### config.mk
export PLATFORM = sky130hd
export DESIGN_NAME = sha256_comp_ctrl
export DESIGN_NICKNAME = d
export VERILOG_FILES = /design/src/rtl/sha256_pkg.sv /design/src/rtl/sha256_k_rom.sv /design/src/rtl/sha256_comp_ctrl.sv
export SDC_FILE = /design/constraint.sdc
export NUM_CORES = 2
export LEC_CHECK = 0
export BUFFER_PORTS_ARGS = -buffer_cell sky130_fd_sc_hd__clkbuf_2
export CORE_ASPECT_RATIO = 1.75
export CORE_MARGIN = 5
export CORE_UTILIZATION = 56
export CTS_BUF_LIST = sky130_fd_sc_hd__clkbuf_16
export DETAILED_ROUTE_END_ITERATION = 7
export PLACE_DENSITY = 0.75
export SYNTH_ARGS = -nofsm -noshare
export SYNTH_HDL_FRONTEND = slang
export SYNTH_SLANG_ARGS = --single-unit
### constraint.sdc
create_clock -name clock -period 29.7 [get_ports clock]
set_input_delay 7.425 -clock clock [delete_from_list [all_inputs] [get_ports clock]]
set_output_delay 7.425 -clock clock [all_outputs]
set_load 0.1 [all_outputs]
### src/rtl/sha256_pkg.sv
// Shared SHA-256 definitions: controller state encoding, initial hash words
// and the round-function primitives.
package sha256_pkg;

  localparam int W_IDX_WIDTH = 6;

  typedef enum logic [2:0] {
    ST_IDLE,
    ST_START,
    ST_WAIT_W,
    ST_PRIME,
    ST_ROUND,
    ST_FINAL,
    ST_WRITE,
    ST_DONE
  } state_t;

  function automatic logic [31:0] h_init(input logic [2:0] idx);
    logic [31:0] h;
    case (idx)
      3'd0:    h = 32'h6a09e667;
      3'd1:    h = 32'hbb67ae85;
      3'd2:    h = 32'h3c6ef372;
      3'd3:    h = 32'ha54ff53a;
      3'd4:    h = 32'h510e527f;
      3'd5:    h = 32'h9b05688c;
      3'd6:    h = 32'h1f83d9ab;
      default: h = 32'h5be0cd19;
    endcase
    return h;
  endfunction

  function automatic logic [31:0] rotr(input logic [31:0] x, input int n);
    return (x >> n) | (x << (32 - n));
  endfunction

  function automatic logic [31:0] big_sigma0(input logic [31:0] x);
    return rotr(x, 2) ^ rotr(x, 13) ^ rotr(x, 22);
  endfunction

  function automatic logic [31:0] big_sigma1(input logic [31:0] x);
    return rotr(x, 6) ^ rotr(x, 11) ^ rotr(x, 25);
  endfunction

  function automatic logic [31:0] ch(input logic [31:0] x, input logic [31:0] y,
                                     input logic [31:0] z);
    return (x & y) ^ (~x & z);
  endfunction

  function automatic logic [31:0] maj(input logic [31:0] x, input logic [31:0] y,
                                      input logic [31:0] z);
    return (x & y) ^ (x & z) ^ (y & z);
  endfunction

endpackage

### src/rtl/sha256_k_rom.sv
// SHA-256 round constants K[0..63], combinational lookup by round index.
module sha256_k_rom
  import sha256_pkg::*;
(
  input  logic [W_IDX_WIDTH-1:0] idx,
  output logic [31:0]            k_word
);

  always_comb begin
    k_word = 32'h0;
    case (idx)
      6'd0:  k_word = 32'h428a2f98;  6'd1:  k_word = 32'h71374491;
      6'd2:  k_word = 32'hb5c0fbcf;  6'd3:  k_word = 32'he9b5dba5;
      6'd4:  k_word = 32'h3956c25b;  6'd5:  k_word = 32'h59f111f1;
      6'd6:  k_word = 32'h923f82a4;  6'd7:  k_word = 32'hab1c5ed5;
      6'd8:  k_word = 32'hd807aa98;  6'd9:  k_word = 32'h12835b01;
      6'd10: k_word = 32'h243185be;  6'd11: k_word = 32'h550c7dc3;
      6'd12: k_word = 32'h72be5d74;  6'd13: k_word = 32'h80deb1fe;
      6'd14: k_word = 32'h9bdc06a7;  6'd15: k_word = 32'hc19bf174;
      6'd16: k_word = 32'he49b69c1;  6'd17: k_word = 32'hefbe4786;
      6'd18: k_word = 32'h0fc19dc6;  6'd19: k_word = 32'h240ca1cc;
      6'd20: k_word = 32'h2de92c6f;  6'd21: k_word = 32'h4a7484aa;
      6'd22: k_word = 32'h5cb0a9dc;  6'd23: k_word = 32'h76f988da;
      6'd24: k_word = 32'h983e5152;  6'd25: k_word = 32'ha831c66d;
      6'd26: k_word = 32'hb00327c8;  6'd27: k_word = 32'hbf597fc7;
      6'd28: k_word = 32'hc6e00bf3;  6'd29: k_word = 32'hd5a79147;
      6'd30: k_word = 32'h06ca6351;  6'd31: k_word = 32'h14292967;
      6'd32: k_word = 32'h27b70a85;  6'd33: k_word = 32'h2e1b2138;
      6'd34: k_word = 32'h4d2c6dfc;  6'd35: k_word = 32'h53380d13;
      6'd36: k_word = 32'h650a7354;  6'd37: k_word = 32'h766a0abb;
      6'd38: k_word = 32'h81c2c92e;  6'd39: k_word = 32'h92722c85;
      6'd40: k_word = 32'ha2bfe8a1;  6'd41: k_word = 32'ha81a664b;
      6'd42: k_word = 32'hc24b8b70;  6'd43: k_word = 32'hc76c51a3;
      6'd44: k_word = 32'hd192e819;  6'd45: k_word = 32'hd6990624;
      6'd46: k_word = 32'hf40e3585;  6'd47: k_word = 32'h106aa070;
      6'd48: k_word = 32'h19a4c116;  6'd49: k_word = 32'h1e376c08;
      6'd50: k_word = 32'h2748774c;  6'd51: k_word = 32'h34b0bcb5;
      6'd52: k_word = 32'h391c0cb3;  6'd53: k_word = 32'h4ed8aa4a;
      6'd54: k_word = 32'h5b9cca4f;  6'd55: k_word = 32'h682e6ff3;
      6'd56: k_word = 32'h748f82ee;  6'd57: k_word = 32'h78a5636f;
      6'd58: k_word = 32'h84c87814;  6'd59: k_word = 32'h8cc70208;
      6'd60: k_word = 32'h90befffa;  6'd61: k_word = 32'ha4506ceb;
      6'd62: k_word = 32'hbef9a3f7;  6'd63: k_word = 32'hc67178f2;
      default: k_word = 32'h0;
    endcase
  end

endmodule

### src/rtl/sha256_comp_ctrl.sv
// Single-block SHA-256 sequencer: kicks the padder, streams W[t] from the
// schedule generator through 64 rounds, then writes the digest to the output SRAM.
module sha256_comp_ctrl
  import sha256_pkg::*;
#(
  parameter int WORD_WIDTH     = 32,
  parameter int OUT_ADDR_WIDTH = 3
) (
  input  logic                      clock,
  input  logic                      reset,
  input  logic                      main_go_sig,
  output logic                      regop_pad_go,
  input  logic                      w_reg_rdy,
  output logic                      regop_w_reg_read,
  output logic [W_IDX_WIDTH-1:0]    regop_w_reg_addr,
  input  logic [WORD_WIDTH-1:0]     w_reg_data,
  output logic                      regop_out_mem_en,
  output logic                      regop_out_mem_write,
  output logic [OUT_ADDR_WIDTH-1:0] regop_out_mem_addr,
  output logic [WORD_WIDTH-1:0]     regop_out_mem_data,
  output logic                      regop_busy,
  output logic                      regop_done
);

  state_t                 state_reg;
  logic [W_IDX_WIDTH-1:0] rnd_reg;
  logic [WORD_WIDTH-1:0]  var_reg  [8];   // a..h
  logic [WORD_WIDTH-1:0]  hash_reg [8];

  logic [WORD_WIDTH-1:0]  k_word;
  logic [WORD_WIDTH-1:0]  t1_next, t2_next;
  logic [WORD_WIDTH-1:0]  round_next [8];
  logic [WORD_WIDTH-1:0]  hash_next  [8];

  sha256_k_rom u_k_rom (
    .idx    (rnd_reg),
    .k_word (k_word)
  );

  always_comb begin
    t1_next = var_reg[7] + big_sigma1(var_reg[4]) + ch(var_reg[4], var_reg[5], var_reg[6])
            + k_word + w_reg_data;
    t2_next = big_sigma0(var_reg[0]) + maj(var_reg[0], var_reg[1], var_reg[2]);
  end

  // Round shift network plus the final feed-forward add, one lane per word.
  genvar gi;
  generate
    for (gi = 0; gi < 8; gi++) begin : g_word
      if (gi == 0) begin : g_a
        assign round_next[gi] = t1_next + t2_next;
      end else if (gi == 4) begin : g_e
        assign round_next[gi] = var_reg[3] + t1_next;
      end else begin : g_shift
        assign round_next[gi] = var_reg[gi-1];
      end
      assign hash_next[gi] = h_init(3'(gi)) + var_reg[gi];
    end
  endgenerate

  always_ff @(posedge clock) begin
    if (reset) begin
      state_reg           <= ST_IDLE;
      rnd_reg             <= '0;
      regop_pad_go        <= 1'b0;
      regop_w_reg_read    <= 1'b0;
      regop_w_reg_addr    <= '0;
      regop_out_mem_en    <= 1'b0;
      regop_out_mem_write <= 1'b0;
      regop_out_mem_addr  <= '0;
      regop_out_mem_data  <= '0;
      regop_busy          <= 1'b0;
      regop_done          <= 1'b0;
      for (int i = 0; i < 8; i++) begin
        var_reg[i]  <= '0;
        hash_reg[i] <= '0;
      end
    end else begin
      regop_pad_go <= 1'b0;
      regop_done   <= 1'b0;
      case (state_reg)
        ST_IDLE: begin
          if (main_go_sig) begin
            regop_pad_go <= 1'b1;
            regop_busy   <= 1'b1;
            state_reg    <= ST_START;
          end
        end
        ST_START: state_reg <= ST_WAIT_W;
        ST_WAIT_W: begin
          if (w_reg_rdy) begin
            regop_w_reg_read <= 1'b1;
            regop_w_reg_addr <= '0;
            for (int i = 0; i < 8; i++) var_reg[i] <= h_init(3'(i));
            state_reg <= ST_PRIME;
          end
        end
        ST_PRIME: begin
          regop_w_reg_addr <= 6'd1;
          rnd_reg          <= '0;
          state_reg        <= ST_ROUND;
        end
        ST_ROUND: begin
          for (int i = 0; i < 8; i++) var_reg[i] <= round_next[i];
          // Address runs one ahead of the round; the last read goes out in round 62.
          if (regop_w_reg_addr == 6'd63) regop_w_reg_read <= 1'b0;
          else                           regop_w_reg_addr <= regop_w_reg_addr + 6'd1;
          rnd_reg <= rnd_reg + 6'd1;
          if (rnd_reg == 6'd63) state_reg <= ST_FINAL;
        end
        ST_FINAL: begin
          for (int i = 0; i < 8; i++) hash_reg[i] <= hash_next[i];
          regop_out_mem_en    <= 1'b1;
          regop_out_mem_write <= 1'b1;
          regop_out_mem_addr  <= '0;
          regop_out_mem_data  <= hash_next[0];
          state_reg           <= ST_WRITE;
        end
        ST_WRITE: begin
          if (regop_out_mem_addr == 3'd7) begin
            regop_out_mem_en    <= 1'b0;
            regop_out_mem_write <= 1'b0;
            regop_out_mem_addr  <= '0;
            regop_out_mem_data  <= '0;
            regop_busy          <= 1'b0;
            regop_done          <= 1'b1;
            state_reg           <= ST_DONE;
          end else begin
            regop_out_mem_addr <= regop_out_mem_addr + 3'd1;
            regop_out_mem_data <= hash_reg[regop_out_mem_addr + 3'd1];
          end
        end
        ST_DONE: state_reg <= ST_IDLE;
        default: state_reg <= ST_IDLE;
      endcase
    end
  end

endmodule

* Yosys cells after proc, flatten, opt, wreduce, memory -nomap -nowiden *
Memory sizes are Yosys's and may differ from the RTL's. A register that Yosys moved wholly into a read port is not among the register bits.
Cells that the tools add are included.
W data, S select, Z words.

storage, ports and cells
  memory bits (writable) = 512
  flip-flop bits (word level) = 55
  output and inout port bits = 47
  memory bits (read-only) = 2,048
  memories kept = 3
  bits of input ports = 36
  bits in latches = 0

memories
  memory           words  bits a word  read ports  clocked after Yosys merged registers in  wr ports  RTL line                source
  (no name shown)  64     32           1           1                                        0         sha256_k_rom.sv:11      case (idx)
  hash_reg         8      32           1           0                                        8         sha256_comp_ctrl.sv:28  logic [WORD_WIDTH-1:0] hash_reg [8];
  var_reg          8      32           8           0                                        8         sha256_comp_ctrl.sv:27  logic [WORD_WIDTH-1:0] var_reg [8];

operators by class
  mux-type cells = 84
  multiply operators = 0
  add/sub/neg operators = 18
  bitwise gates (word level) = 45
  $lt $le $gt $ge = 0
  equal/unequal tests = 16
  divide/modulo/power cells = 0
  shift operators = 0
  reduce and logical (&&, ||, !) cells = 13

operators with widths
  cell                      count
  $mux W32                  49
  $add A32 B32 Y32          7
  $xor A32 B32 Y32          7
  $and A32 B32 Y32          5
  $add A31 B32 Y32 const A  3
  $add A32 B32 Y32 const A  3
  $pmux W32 S2              1
  $add A29 B32 Y32 const A  1
  $add A30 B32 Y32 const A  1
  $not A32 Y32              1
  $or A10 B32 Y32           1
  $or A19 B32 Y32           1
  $or A21 B32 Y32           1
  $or A26 B32 Y32           1
  $or A30 B32 Y32           1
  $or A7 B32 Y32            1
  $mux W6                   4
  $or A1 B1 Y1              24
  $pmux W3 S8               1
  $mux W1                   18
  $pmux W6 S3               1
  $eq A3 B3 Y1 const B      5
  $mux W3                   5
  $add A6 B1 Y6 const B     2
  other kinds (16)          32

* Logic depth before layout (Yosys ltp) *
  depth in word-level cells = 9
  mapped depth = 32
  gate-level depth less buffers = 30

* Hierarchy *
A second synthesis with hierarchy kept.

unflattened totals
  cells, all modules = 3,945
  area, all modules = 39,618.0 um2

modules (own cells, without submodules)
  module            instances  seq. area each (um2)  cells an instance  area each (um2)
  sha256_comp_ctrl  1          16,155.5              3,438              36,312.3
  sha256_k_rom      1          0.0                   507                3,305.7

* Least setup slack after synthesis *
Ideal clock, no wire load.

  path kind = register to register
  start = register state_reg[2]
  end = memory hash_reg[0][0], enable pin
  period minus slack after synthesis = 20.018 ns
  setup time = 1.227 ns
  data arrival time = 18.791 ns
  slack = 9.682 ns
  cell stages (with the launch flop) = 5
  cell sequence = dfxtp_1 -> clkbuf_1 -> buf_1 -> nand2_1 -> o21ai_0

RTL lines
  what                    RTL line                source
  from (decl)             sha256_comp_ctrl.sv:25  state_t state_reg;
  from (signal assigned)  sha256_comp_ctrl.sv:63  state_reg <= ST_IDLE;
  from (signal assigned)  sha256_comp_ctrl.sv:86  state_reg <= ST_START;
  from (signal assigned)  sha256_comp_ctrl.sv:89  ST_START: state_reg <= ST_WAIT_W;
  to (decl)               sha256_comp_ctrl.sv:28

==> flow_summary.toml <==
[finish]
syn_to_final_growth_pct = 7.380
stdcell_area_mm2 = 0.04282
final_cell_mix = "edfxtp_1, nor2_1, nand2_1"
drive_gt1_share_pct = 9.816
final_util_pct = 60.57
final_net_count = 4212
final_common_cell = "edfxtp_1"
fillers = 5908

[grt]
first_global_vias = 31560
grtUsageMet3_pct = 5.084
grt_util_met2_pct = 59.72
grt_start_max_net_pins = 77
grt-ovfl-total = 0
grt_use_met1_pct = 41.12
antenna_found_initial = 5
grt_pass1_wl_um = 204400
grt-busiest-layer = "met2"
grtUsageTotal_pct = 35.64

[logic_synthesis]
synth_ff_type = "edfxtp_1"
syn_area_per_cell_um2 = 9.977
netlist.area_leader.share_pct = 36.15
synthCells = 3997
async_reset_ff_share_pct = 0
synthesis.area_mm2 = 0.03988
yosysUniqueCellTypes = 99
synth_edf_count = 480
yosysTopAreaCell = "edfxtp_1"
synth_seq_cells = 599
ys.warnings.count = 0
synth_nets = 4279
synth_seq_area_share_pct = 42.12
synthTopCellsByArea = "edfxtp_1, fa_1, dfxtp_1"

[detailed_routing]
drt_iter0_markers = 3560
ant_nets = 0
wire_per_inst_um = 28.19
via_per_inst = 6.500
route.detailed.drc = 0
firstDrtPassIters = 6
totalWireLength_um = 138000
vias = 31820

[timing]
post-route-period-util_pct = 46.40
clock_skew_ns = 0.05884
hold_violations = 0
setup_tns_ns = 0
tightest_slew_ns = 1.337
whs_ns = 0.4820
fmax_mhz = 72.57
final_max_slew_viol_count = 0
slew_headroom_pct = 10.89
setup_viol = 0
rsz0062_at_grt = "no"
period_needed_ns = 13.78

[die]
start_util_pct = 56.41
rows = 129
dieArea_mm2 = 0.07686
die_h_um = 363.0
pin_count = 83
die_w_um = 211.7
core-area_mm2 = 0.07070

[worst_setup_path]
cp_slowest_cell = "o41ai_1"
critPathLaunchType = "primary input"
path_class = "primary input to register"
cp_top_family = "compound AO/OA/AOI/OAI gates"
end_kind = "register"
crit_chain = "clkbuf_2, fa_1, fa_1, inv_1, fa_1, inv_1, ha_1, a21o_1, a21oi_1, o21ai_0, a21oi_1, o2111ai_1, nor3b_1, o31ai_1, a21boi_0, fa_1, ha_1, and3_1, and3_1, o41ai_1, a21oi_1, o21ai_0, nor4b_1, nor3_1"
r2r_setup_slack_ns = 21.11
cp.arrival_ns = 14.31
critPathBufInv = 3
cp_max_fo = 6
crit_top_cell = "fa_1"
cp.required_ns = 30.24
max_stage_delay_ns = 0.55

[placement]
port-buffer-count = 82
place_area_mm2 = 0.04096
dp_hpwl_um = 104100
gp_congestion = 1.018

[clocking]
cts_root_buffer = "clkbuf_16"
path_clk_slew_ns = 0.07
cts_resized = 0
tritoncts = "yes"
cts_setup_buffers = 0
clk_latency_ns = 0.68
cts_hold_buf = 0
cts_sinks = 599
cts_max_path_buffers = 3
htree_num_levels = 2
cts_buffers = 54

[run]
cap_violations = 0

[status]
status = "completed"

[hold_path]
min_path_type = "register to register"

[pwr]
vdd_drop_max_mv = 0.1119
p_per_area_mw_per_mm2 = 137.1
leakagePower_uw = 0.01704
power breakdown:
| group | switching [uW] | internal, uW |
|---|---|---|
| Clock | 346 | 402 |
| Combinational | 2440 | 1610 |
| Sequential | 99.1 | 974 |
cells in the mapped netlist, drive strengths merged, types with 9 or more instances:
master / number
edfxtp: 480
nor2: 480
nand2: 384
xnor2: 257
o21ai: 238
a21oi: 225
clkbuf: 213
inv: 187
xor2: 128
fa: 125
ha: 121
dfxtp: 119
and3: 111
nor3: 73
mux4: 65
buf: 57
a21o: 52
nand3: 50
mux2i: 45
o221ai: 38
and2: 35
a31oi: 34
maj3: 31
a211oi: 30
mux2: 28
or3: 28
o21bai: 24
o21a: 22
nor2b: 21
o211ai: 21
o31ai: 21
a21boi: 17
nor4: 17
nand2b: 16
a221oi: 13
nor3b: 13
o311ai: 13
nand4: 12
o22ai: 12
or2: 11
or4: 10
a22oi: 9
a311oi: 9
path summary, 6_finish.rpt:
kind	from	to	depth (start not counted)
setup / recovery	w_reg_data[2]	var_reg[0][29]$_SDFFE_PP1P_	24
hold / removal	regop_busy$_SDFFE_PP0P_	regop_busy$_SDFFE_PP0P_	1
setup reg to reg	var_reg[1][1]$_DFFE_PP_	var_reg[0][29]$_SDFFE_PP1P_	24
hold reg to reg	regop_busy$_SDFFE_PP0P_	regop_busy$_SDFFE_PP0P_	1
routing by layer:
layer / share of wire, % / wire length (um) / vias up
met4: 10 / 13870 / 2
met1: 34 / 47110 / 15540
met5: 0.0094 / 13 / -
met3: 7.2 / 9994 / 498
li1: - / - / 14110
met2: 49 / 67010 / 1676
through the flow:
step / setup WS, ns / power [uW] / instances
2_1_floorplan: 9.682 / 4061 / 3997
3_3_place_gp: 15.40 / 5002 / 4791
3_5_place_dp: 15.31 / 5021 / 4791
4_1_cts: 15.99 / 5792 / 4890
5_1_grt: 15.43 / 6280 / 4895
6_report: 15.92 / 5868 / 4895
cell type report:
cell class	instances	area, um2	area share (%)
tap	917	1147	2.679
inverter	188	710.7	1.660
clock buffer	58	1451	3.390
clock inverter	41	399.1	0.9321
timing repair buffer	147	904.6	2.113
multi-input combinational	2940	21390	49.96
antenna	5	12.51	0.02922
sequential	599	16800	39.23
logic make-up (layout without fill, tap and decap cells):
group           count (synthesis)  after routing  share of synthesized area [%]
simple gates                 1278           1278                          14.48
compound gates                862            862                          14.06
flops                         599            599                          42.12
buf+inv                       458            434                          4.443
xor+xnor                      385            385                          8.456
fa+ha+maj                     277            277                          10.85
mux                           138            138                          5.591
other cells                     0              5                              0
(Power assumes the default switching activity.)
